==> src/rtl/nios2_oci_dct_pkg.sv <==
// rtl/nios2_oci_dct_pkg.sv - shared types and widths for the DCT capture sink
package nios2_oci_dct_pkg;

  localparam int DCT_DATA_W = 30;
  localparam int DCT_CNT_W  = 4;
  localparam int DROP_CNT_W = 16;

  typedef enum logic [1:0] {
    ST_RUN   = 2'd0,
    ST_DRAIN = 2'd1,
    ST_DONE  = 2'd2
  } dct_state_e;

endpackage

==> src/rtl/nios2_oci_dct_fifo.sv <==
// rtl/nios2_oci_dct_fifo.sv - capture FIFO with push/pop arbitration
module nios2_oci_dct_fifo #(
  parameter int W = 34,
  parameter int DEPTH = 16,
  localparam int PTR_W = $clog2(DEPTH)
) (
  input  logic             clk,
  input  logic             reset_n,
  input  logic             push_req,
  input  logic             pop_req,
  input  logic [W-1:0]     wdata,
  output logic [W-1:0]     head,
  output logic [PTR_W:0]   level,
  output logic [PTR_W:0]   level_next,
  output logic             push_ok,
  output logic             pop_ok,
  output logic             drop
);

  localparam logic [PTR_W:0] FULL_LVL = (PTR_W+1)'(DEPTH);

  logic [W-1:0]   mem [DEPTH];
  logic [PTR_W:0] wr_ptr;
  logic [PTR_W:0] rd_ptr;
  logic [PTR_W:0] wr_ptr_next;
  logic [PTR_W:0] rd_ptr_next;
  logic           full;
  logic           empty;

  assign level   = wr_ptr - rd_ptr;
  assign full    = (level == FULL_LVL);
  assign empty   = (level == '0);
  // A pop frees the slot a full-FIFO push needs; an empty FIFO never forwards the pushed word.
  assign pop_ok  = pop_req && !empty;
  assign push_ok = push_req && (!full || pop_ok);
  assign drop    = push_req && !push_ok;

  assign wr_ptr_next = wr_ptr + (PTR_W+1)'(push_ok);
  assign rd_ptr_next = rd_ptr + (PTR_W+1)'(pop_ok);
  assign level_next  = wr_ptr_next - rd_ptr_next;
  assign head        = mem[rd_ptr[PTR_W-1:0]];

  always_ff @(posedge clk or negedge reset_n) begin
    if (!reset_n) begin
      wr_ptr <= '0;
      rd_ptr <= '0;
    end else begin
      wr_ptr <= wr_ptr_next;
      rd_ptr <= rd_ptr_next;
    end
  end

  always_ff @(posedge clk) begin
    if (push_ok) mem[wr_ptr[PTR_W-1:0]] <= wdata;
  end

endmodule

==> src/rtl/nios2_oci_dct_capture.sv <==
// rtl/nios2_oci_dct_capture.sv - DCT trace capture sink with end-of-test drain; DCT_CAPTURE_DROP_CNT_EN adds drop_count
module nios2_oci_dct_capture
  import nios2_oci_dct_pkg::*;
#(
  parameter int DATA_W = DCT_DATA_W,
  parameter int CNT_W  = DCT_CNT_W,
  parameter int DEPTH  = 16,
  localparam int PTR_W = $clog2(DEPTH)
) (
  input  logic                    clk,
  input  logic                    reset_n,
  input  logic [DATA_W-1:0]       dct_buffer,
  input  logic [CNT_W-1:0]        dct_count,
  input  logic                    dct_wr,
  input  logic                    test_ending,
  input  logic                    rd_req,
  output logic [CNT_W+DATA_W-1:0] rd_data,
  output logic                    rd_valid,
  output logic [PTR_W:0]          fifo_level,
  output logic                    overflow,
  output logic                    test_has_ended,
  output logic                    busy
`ifdef DCT_CAPTURE_DROP_CNT_EN
  ,
  output logic [DROP_CNT_W-1:0]   drop_count
`endif
);

  localparam int W = CNT_W + DATA_W;

  dct_state_e     state;
  dct_state_e     state_next;
  logic           push_req;
  logic           pop_req;
  logic           push_ok;
  logic           pop_ok;
  logic           drop;
  logic [W-1:0]   head;
  logic [PTR_W:0] level_next;

  nios2_oci_dct_fifo #(.W(W), .DEPTH(DEPTH)) u_fifo (
    .clk        (clk),
    .reset_n    (reset_n),
    .push_req   (push_req),
    .pop_req    (pop_req),
    .wdata      ({dct_count, dct_buffer}),
    .head       (head),
    .level      (fifo_level),
    .level_next (level_next),
    .push_ok    (push_ok),
    .pop_ok     (pop_ok),
    .drop       (drop)
  );

  always_comb begin
    push_req = 1'b0;
    pop_req  = 1'b0;
    case (state)
      ST_RUN: begin
        push_req = dct_wr;
        pop_req  = rd_req;
      end
      ST_DRAIN: pop_req = rd_req;
      default: ;
    endcase
  end

  // Holding off DONE while a pop is issued keeps test_has_ended strictly after the last rd_valid.
  always_comb begin
    state_next = state;
    case (state)
      ST_RUN:   if (test_ending) state_next = ST_DRAIN;
      ST_DRAIN: if (level_next == '0 && !pop_ok) state_next = ST_DONE;
      default:  state_next = ST_DONE;
    endcase
  end

  always_ff @(posedge clk or negedge reset_n) begin
    if (!reset_n) begin
      state    <= ST_RUN;
      rd_valid <= 1'b0;
      rd_data  <= '0;
    end else begin
      state    <= state_next;
      rd_valid <= pop_ok;
      if (pop_ok) rd_data <= head;
    end
  end

  assign test_has_ended = (state == ST_DONE);
  assign busy           = (state != ST_DONE);

`ifdef DCT_CAPTURE_DROP_CNT_EN
  always_ff @(posedge clk or negedge reset_n) begin
    if (!reset_n) begin
      drop_count <= '0;
    end else if (drop && drop_count != '1) begin
      drop_count <= drop_count + DROP_CNT_W'(1);
    end
  end

  assign overflow = (drop_count != '0);
`else
  always_ff @(posedge clk or negedge reset_n) begin
    if (!reset_n) begin
      overflow <= 1'b0;
    end else if (drop) begin
      overflow <= 1'b1;
    end
  end
`endif

endmodule

==> config.mk <==
export PLATFORM = sky130hd
export DESIGN_NAME = nios2_oci_dct_capture
export DESIGN_NICKNAME = d
export VERILOG_FILES = /design/src/rtl/nios2_oci_dct_pkg.sv /design/src/rtl/nios2_oci_dct_fifo.sv /design/src/rtl/nios2_oci_dct_capture.sv
export SDC_FILE = /design/constraint.sdc
export NUM_CORES = 1
export LEC_CHECK = 0
export ABC_AREA = 1
export CORE_ASPECT_RATIO = 0.6
export CORE_MARGIN = 4
export CORE_UTILIZATION = 50
export DETAILED_ROUTE_END_ITERATION = 8
export PLACE_DENSITY = 0.68
export SYNTH_ARGS = -nofsm -noshare
export SYNTH_HDL_FRONTEND = slang
export SYNTH_HIERARCHICAL = 1
export SYNTH_SLANG_ARGS = --single-unit
==> constraint.sdc <==
create_clock -name clk -period 15.01 [get_ports clk]
set_clock_uncertainty 0.2 [all_clocks]
set_input_delay 1.501 -clock clk [delete_from_list [all_inputs] [get_ports clk]]
set_output_delay 1.501 -clock clk [all_outputs]
set_load 0.01 [all_outputs]
==> flow_summary.yaml <==
critical_path:
  regToRegStartpoint: "u_fifo/rd_ptr[3]$_DFF_PN0_"
  slowest_delay_ns: 1.07
  start_kind: "flop"
  crit_fanout: 37
  arrival_ns: 6.00
  rr_endpoint: "state[0]$_DFFE_PN0P_"
  reg2regPathDepth: 23
  reg2reg_slack_ns: 9.28
  cpMostUsedCell: "nand2_1"
  slowest_stage: "dfrtp_2"
  crit_required_ns: 15.28
  critPathKind: "flop to flop"
  crit_chain: "inv_2 > ha_1 > a21oi_1 > nand2_1 > nand2_1 > and2_1 > nor2_1 > nor2_4 > buf_4 > ha_1 > nand3_1 > xor2_1 > ha_1 > inv_1 > o21bai_1 > a31oi_1 > inv_1 > nand2_1 > nand2_1 > nor2_4 > nand3_2 > nand2_1 > nand2_1"
  cp-end-kind: "flop"
synthesis:
  synth_top_area_share_pct: 66.4
  synth-compound-area-share_pct: 9.83
  synth_top_family_by_area: "compound AO/OA/AOI/OAI gates"
  syn-cell-area_mm2: 0.0246
  avgSynthCellArea_um2: 12.6
  async_flop_share_pct: 8.11
  synth.area.mux_share_pct: 2.00
  yosysTopAreaCell: "edfxtp_1"
  synthSimpleGateAreaFrac_pct: 8.53
  synth.distinct_cells: 33
  syn_nets: 2011
  synth_fa_ha_area_share_pct: 0.773
  ys.flop_type: "edfxtp_1"
  synth_xor_area_share_pct: 0.320
  ys_seq_elements: 592
  synth_edf_count: 544
  synth_cells: 1958
  yosys_warnings: 6
  synth_seq_area_share_pct: 71.3
  ys_top_cells_by_area: "edfxtp_1 66%, dfrtp_1 4.9%, inv_1 4.7%"
worst_hold_path:
  min_to: "overflow$_DFFE_PN0P_"
  hp-class: "flop to flop"
  hp-start: "overflow$_DFFE_PN0P_"
  min_delay_path_depth: 1
timing:
  fin_crit_sh_pct: 38.2
  worstMarginPinSlew_ns: 1.24
  max_freq_ghz: 0.174
  finalSetupViolCount: 0
  grt_setup_unrepaired: "false"
  maxSlewViolCount: 0
  whs_ns: 0.284
  post-route-min-period_ns: 5.73
  slew-limit-headroom_pct: 17.2
  final.setup.worst_slack_ns: 9.28
  fin_setup_tns_ns: 0
  hold_violations: 0
floorplan:
  die-height_um: 180
  core_area_mm2: 0.0483
  design.die.area_mm2: 0.0529
  initial_core_util_pct: 51.0
  num_io_pins: 82
  rows: 62
  die_x_um: 294
clocking:
  root_buffer: "clkbuf_16"
  cts_setup_buffers: 0
  cts.repair.resized: 0
  clk_pin_slew_ns: 0.07
  cts_tree: "done"
  clock-sinks: 592
  clk_latency_ns: 0.57
  postCtsHoldBufs: 0
  cts.htree.levels: 2
  cts_buffers: 53
  cts_max_path_buffers: 3
pwr:
  ir_drop_mv: 0.135
  power.density_cell_area_mw_per_mm2: 187
  power.leakage_nw: 10.2
  total_power_mw: 5.15
drt:
  via_count: 14554
  viasPerCell: 5.41
  drt_iter0_markers: 1268
  wl_per_cell_um: 19.4
  wirelength_um: 52300
  final_antenna_net_count: 0
  drt-pass1-iter-count: 5
  drc_errors: 0
placement:
  hpwl_um: 26900
  portBuffers: 81
  dp_cells: 2591
  placed_area_mm2: 0.0259
  dp_slack_ns: 9.23
  place_congestion: 0.759
global_route:
  grt_pass1_wl_um: 81700
  grt_max_degree: 293
  overflow: 0
  grt_pass1_vias: 13923
  antenna_found_initial: 2
  grt_usage_pct: 19.7
layout:
  layout_commonest_cell: "edfxtp_1"
  final_util_pct: 57.1
  most-common-layout-cells: "544 x edfxtp_1, 305 x inv_1, 216 x nand3_1"
  drive_gt1_share_pct: 7.95
  fin_area_mm2: 0.0276
  syn_to_final_growth_pct: 12.0
  fin_cells: 2691
  nets: 2059
job:
  cap_violations: 0
outcome:
  status: "completed"
report_power, final:
part | switching, mW | internal (mW) | total (mW)
Clock | 0.574 | 0.721 | 1.30
Sequential | 0.118 | 1.95 | 2.07
Combinational | 1.10 | 0.683 | 1.78
per-layer routing:
layer / vias to the layer above / GRT usage (%) / part of all wire (%)
met5: - / 0 / 0.025
met3: 63 / 3.52 / 6.1
met2: 402 / 30.2 / 45
met4: 2 / 4.03 / 1.6
li1: 6999 / - / -
met1: 7088 / 29.7 / 47
synth_stat cells (2+ instances only):
cell type  instances
a21oi_1          138
buf_1             15
buf_12             3
buf_2             49
buf_4             12
buf_6              4
clkbuf_1          35
clkinv_1           3
dfrtp_1           48
edfxtp_1         544
fa_1               2
ha_1              12
inv_1            305
mux2_2             5
mux2_4            29
nand2_1          213
nand3_1          216
nand3_2            2
nor2_1            15
nor2_4             2
nor3_1            17
o211ai_1         136
o21ai_0          136
xnor2_1            3
xor2_1             6
logic make-up after synthesis:
logic type                 count (synthesis)
DFF                                      592
and+or+nand+nor                          470
buffers and inverters                    426
AOI/OAI and AO/OA                        413
muxes                                     34
adders and majority gates                 14
xor gates and xnor gates                   9
final cells by class:
cell class,count,area (um2)
diodes,1,2.50
clock buffers,78,1490
clock inverters,21,155
fillers,3847,20700
inverters,308,1160
multi-input cells,940,5360
flip-flops and latches,592,17500
well taps,640,801
repair buffers,111,1040
state kept, by name, summed over array words and instances (netlist names):
signal         flops
overflow           1
rd_data           34
rd_valid           1
state              2
u_fifo/mem       544
u_fifo/rd_ptr      5
u_fifo/wr_ptr      5
worst max-delay path: cells and delay by family (launching register included):
family                     cells  cell delay [ns]
buffers and inverters          4             1.47
adders and majority gates      3             1.24
DFF                            1             1.07
and+or+nand+nor               12             0.99
AOI/OAI and AO/OA              3             0.42
xor gates and xnor gates       1             0.22
how the worst max path moves through the flow:
stage | to | start | slack, ns
finish | state[0]$_DFFE_PN0P_ | u_fifo/rd_ptr[3]$_DFF_PN0_ | 9.28
global route | state[0]$_DFFE_PN0P_ | u_fifo/rd_ptr[3]$_DFF_PN0_ | 8.87
floorplan | u_fifo/mem[10][0]$_DFFE_PP_ | dct_wr | 9.81
global placement | state[0]$_DFFE_PN0P_ | u_fifo/rd_ptr[3]$_DFF_PN0_ | 9.29
CTS | state[0]$_DFFE_PN0P_ | u_fifo/rd_ptr[3]$_DFF_PN0_ | 9.22
detailed placement | state[0]$_DFFE_PN0P_ | u_fifo/rd_ptr[3]$_DFF_PN0_ | 9.23
Note: power is estimated with default switching activity, not from simulation.
